[src/rtl/shift_deserializer.sv]
// Serial-in, parallel-out receiver: samples sdata on each tick and assembles an
// N-bit word MSB- or LSB-first. Optional even-parity bit via SHIFT_DESER_PARITY_EN.
module shift_deserializer #(
  parameter int unsigned N = 8
) (
  input  logic                       clk,
  input  logic                       reset,
  input  logic                       tick,
  input  logic                       start,
  input  logic                       clear,
  input  logic                       dir,
  input  logic                       sdata,
  output logic [N-1:0]               data,
  output logic                       valid,
  output logic                       busy,
  output logic                       parity_err,
  output logic [$clog2(N+1)-1:0]     bit_cnt
);

  localparam int unsigned CW = $clog2(N+1);

`ifdef SHIFT_DESER_PARITY_EN
  typedef enum logic [1:0] {IDLE, SHIFT, PAR, DONE} state_t;
`else
  typedef enum logic [1:0] {IDLE, SHIFT, DONE} state_t;
`endif

  state_t         state, state_nxt;
  logic [N-1:0]   sreg, sreg_nxt;
  logic           dir_q;
  logic           last;

  assign last = (bit_cnt == CW'(N-1));

  always_comb begin
    sreg_nxt = dir_q ? {sdata, sreg[N-1:1]} : {sreg[N-2:0], sdata};
  end

  always_ff @(posedge clk or posedge reset) begin
    if (reset) state <= IDLE;
    else       state <= state_nxt;
  end

  always_comb begin
    state_nxt = state;
    if (clear) begin
      state_nxt = IDLE;
    end else begin
      case (state)
        IDLE:  if (start) state_nxt = SHIFT;
`ifdef SHIFT_DESER_PARITY_EN
        SHIFT: if (tick && last) state_nxt = PAR;
        PAR:   if (tick) state_nxt = DONE;
`else
        SHIFT: if (tick && last) state_nxt = DONE;
`endif
        DONE:  state_nxt = IDLE;
        default: state_nxt = IDLE;
      endcase
    end
  end

  always_comb begin
    valid = (state == DONE);
`ifdef SHIFT_DESER_PARITY_EN
    busy  = (state == SHIFT) || (state == PAR);
`else
    busy  = (state == SHIFT);
`endif
  end

  // data is loaded on the edge entering DONE so it is already current while valid is high
  always_ff @(posedge clk or posedge reset) begin
    if (reset) begin
      sreg    <= '0;
      dir_q   <= 1'b0;
      bit_cnt <= '0;
      data    <= '0;
    end else if (clear) begin
      bit_cnt <= '0;
    end else begin
      case (state)
        IDLE: begin
          if (start) begin
            dir_q   <= dir;
            sreg    <= '0;
            bit_cnt <= '0;
          end
        end
        SHIFT: begin
          if (tick) begin
            sreg    <= sreg_nxt;
            bit_cnt <= bit_cnt + CW'(1);
`ifndef SHIFT_DESER_PARITY_EN
            if (last) data <= sreg_nxt;
`endif
          end
        end
`ifdef SHIFT_DESER_PARITY_EN
        PAR: begin
          if (tick) data <= sreg;
        end
`endif
        default: ;
      endcase
    end
  end

`ifdef SHIFT_DESER_PARITY_EN
  logic par_acc;

  always_ff @(posedge clk or posedge reset) begin
    if (reset) begin
      par_acc    <= 1'b0;
      parity_err <= 1'b0;
    end else if (!clear) begin
      case (state)
        IDLE:    if (start) par_acc <= 1'b0;
        SHIFT:   if (tick) par_acc <= par_acc ^ sdata;
        PAR:     if (tick) parity_err <= par_acc ^ sdata;
        default: ;
      endcase
    end
  end
`else
  assign parity_err = 1'b0;
`endif

endmodule

[config.mk]
export PLATFORM = sky130hd
export DESIGN_NAME = shift_deserializer
export DESIGN_NICKNAME = d
export VERILOG_FILES = /design/src/rtl/shift_deserializer.sv
export SDC_FILE = /design/constraint.sdc
export NUM_CORES = 1
export LEC_CHECK = 0
export ABC_AREA = 1
export CAP_MARGIN = 20
export CORE_MARGIN = 1.5
export CORE_UTILIZATION = 50
export CTS_CLUSTER_DIAMETER = 150
export DETAILED_ROUTE_END_ITERATION = 7
export GPL_TIMING_DRIVEN = 0
export PLACE_DENSITY = 0.88
export SETUP_SLACK_MARGIN = 0.5
export SLEW_MARGIN = 20
export SYNTH_ARGS = -nofsm -noshare
export SYNTH_HDL_FRONTEND = slang
export SYNTH_SLANG_ARGS = --single-unit
[constraint.sdc]
create_clock -name clk -period 1.3 [get_ports clk]
set_input_delay 0.13 -clock clk [delete_from_list [all_inputs] [get_ports clk]]
set_output_delay 0.13 -clock clk [all_outputs]
set_load 0.01 [all_outputs]
==> flow_metrics.env <==
export IMPL_netlist_area_leader_share_pct=50.0
export IMPL_ys_ff_latch=23
export IMPL_die_x_um=51.0
export IMPL_start_kind="flip-flop"
export IMPL_holdCritPathClass="input pin to asynchronous set/reset pin"
export IMPL_die_h_um=51.0
export IMPL_total_power_mw=1.47
export IMPL_critPathRequiredTime_ns=1.52
export IMPL_dieArea_mm2=0.00260
export IMPL_wirelength_um=3070
export IMPL_initial_utilization_pct=52.5
export IMPL_p_per_area_mw_per_mm2=845
export IMPL_slew_viol_final=0
export IMPL_setup_viol=12
export IMPL_status="complete, but fails checks"
export IMPL_drt_iter0_drc=20
export IMPL_cp_max_fo=8
export IMPL_violations="negative setup slack"
export IMPL_grt_use_total_pct=25.2
export IMPL_cts_sinks=23
export IMPL_p_leak_nw=0.921
export IMPL_fin_util_pct=79.2
export IMPL_slowest_delay_ns=0.44
export IMPL_grt_pass1_wl_um=4980
export IMPL_critPathTopFamily="flip-flops"
export IMPL_ctsHoldBuffers=0
export IMPL_avgSynthCellArea_um2=7.83
export IMPL_tightestPinTransition_ns=0.511
export IMPL_yosys_area_top_type="dfrtp_1"
export IMPL_antenna_left=0
export IMPL_worstSetupStartpoint="state[0]"
export IMPL_cap_viol_max_count=0
export IMPL_path_cells="buf_6, buf_6, nand2_4, nand2_4, a21oi_4, nand2_4, nand2_2, nand2_1"
export IMPL_max_freq_ghz=0.748
export IMPL_register_area_um2=577
export IMPL_wl_per_cell_um=13.7
export IMPL_multi_input_area_um2=626
export IMPL_grt_pass1_vias=1148
export IMPL_root_buffer="clkbuf_4"
export IMPL_grt_overflow_total=0
export IMPL_hold_viol_final=0
export IMPL_drc_errors=0
export IMPL_via_per_inst=5.17
export IMPL_cts_tree="done"
export IMPL_worstSetupPathType="flip-flop to flip-flop"
export IMPL_ys_warn_count=0
export IMPL_synth_top_cells_by_area="dfrtp_1 50%, nand2_1 19%, nand3_1 4.8%, inv_1 4.6%, o21ai_0 4.3%"
export IMPL_syn_area_mm2=0.00115
export IMPL_fin_crit_sh_pct=103
export IMPL_n_fill_cell=148
export IMPL_pin_count=22
export IMPL_grt_max_degree=24
export IMPL_crit_slowest_cell="dfrtp_1"
export IMPL_yosysSeqAreaShare_pct=50.0
export IMPL_rrSetupSlack_ns=-0.04
export IMPL_reg2reg_depth=8
export IMPL_numCtsBuffers=3
export IMPL_drive_gt1_share_pct=43.9
export IMPL_peakVddDrop_mv=0.860
export IMPL_rsz0062_at_grt="true"
export IMPL_hpwl_um=1800
export IMPL_cp_num_buf_inv=2
export IMPL_dpl_worst_slack_ns=-0.196
export IMPL_r2r_start="state[0]"
export IMPL_holdWs_ns=0.185
export IMPL_cp_common_cell="nand2_4"
export IMPL_area_delta_synth_final_pct=50.8
export IMPL_core_area_mm2=0.00219
export IMPL_gp_congestion=0.834
export IMPL_layout_common_cells="44 x nand2_1, 22 x dfrtp_1, 17 x nand2_2"
export IMPL_final_setup_tns_ns=-0.299
export IMPL_worstPathArrival_ns=1.55
export IMPL_finalNetCount=205
export IMPL_worst_path_stages=8
export IMPL_min_period_ns=1.34
export IMPL_slew_headroom_pct=65.8
export IMPL_clkSlewWorstSetupHoldPaths_ns=0.13
export IMPL_diodes=0
export IMPL_layout_commonest_cell="nand2_1"
export IMPL_firstDrtPassIters=4
export IMPL_num_vias=1159
export IMPL_crit_path_end_kind="flip-flop"
export IMPL_postLayoutSetupSlackWorst_ns=-0.0374
export IMPL_netlist_instances=147
export IMPL_h_tree_depth=1
export IMPL_port_buffers=20
export IMPL_syn_nets=155
export IMPL_finalClockSkew_ns=0.00104
export IMPL_grt_antenna_before_repair=0
export IMPL_synth_cell_type_count=22
export IMPL_clk_path_buf_depth=2
export IMPL_timing_rr_end="sreg[1]"
export IMPL_clk_latency_ns=0.30
export IMPL_crit_end="sreg[1]"
export IMPL_rows=17
## state kept, by name, indices dropped and copies added, names as in the netlist
register / cells
bit_cnt: 4
data: 8
dir_q: 1
sreg: 8
state: 2
## cell type report
cell class / count / share of cell area, %
plain buffers: 3 / 1.37
clock inverters: 1 / 0.288
well taps: 28 / 2.02
repair buffers: 44 / 20.8
flip-flops and latches: 23 / 33.2
multi-input cells: 104 / 36.0
inverters: 18 / 4.97
clock buffers: 3 / 1.30
## synthesized netlist by cell type (all sizes together)
| cell | number |
|---|---|
| nand3 | 12 |
| nor3 | 1 |
| ha | 1 |
| nand2 | 64 |
| inv | 18 |
| xor2 | 1 |
| nor2 | 8 |
| o21ai | 12 |
| conb | 1 |
| a21oi | 2 |
| dfrtp | 23 |
| buf | 3 |
| nand4 | 1 |
## routing by layer
metal | GRT usage (%) | part of all wire [%] | wire length [µm]
met5 | 0 | 0 | 0
met4 | 5.41 | 0.95 | 29
met3 | 3.22 | 4.1 | 126
met2 | 49.1 | 53 | 1620
met1 | 29.0 | 42 | 1290
## kinds of logic (layout without fill, tap and decap cells)
logic type | Yosys count | count (layout) | share of synthesized area, %
adder cells (fa/ha/maj) | 1 | 1 | 1.09
other | 1 | 1 | 0.326
flip-flops | 23 | 23 | 50.0
AND/OR/NAND/NOR | 86 | 87 | 32.8
XOR/XNOR | 1 | 1 | 0.761
AO/OA/AOI/OAI | 14 | 14 | 7.07
buffers and inverters | 21 | 69 | 7.93
## stage by stage
step                      area, µm²  instances
after floorplan                1180        147
after global placement         1420        195
after detailed placement       1420        195
after CTS                      1660        220
after global routing           1740        224
final                          1740        224
## worst min path at each step
stage,start,endpoint,slack (ns),cells after the start
floorplan,reset,bit_cnt[0],0.13,1
global placement,sreg[0],sreg[0],0.46,2
detailed placement,data[4],data[4],0.47,2
CTS,reset,bit_cnt[0],0.20,2
global route,reset,bit_cnt[0],0.22,2
finish,reset,bit_cnt[1],0.18,2
## power breakdown
part,switching (mW),total (mW),internal (mW)
Sequential,0.0325,0.778,0.745
Clock,0.225,0.339,0.115
Combinational,0.200,0.350,0.149
## repair_timing
item / in CTS / in global routing
gates cloned: 2 / 0
gates resized for setup: 87 / 15
pin swaps: 17 / 13
buffers inserted: 19 / 4
endpoints found under the setup margin: 60 / 37
(Power assumes the default switching activity.)
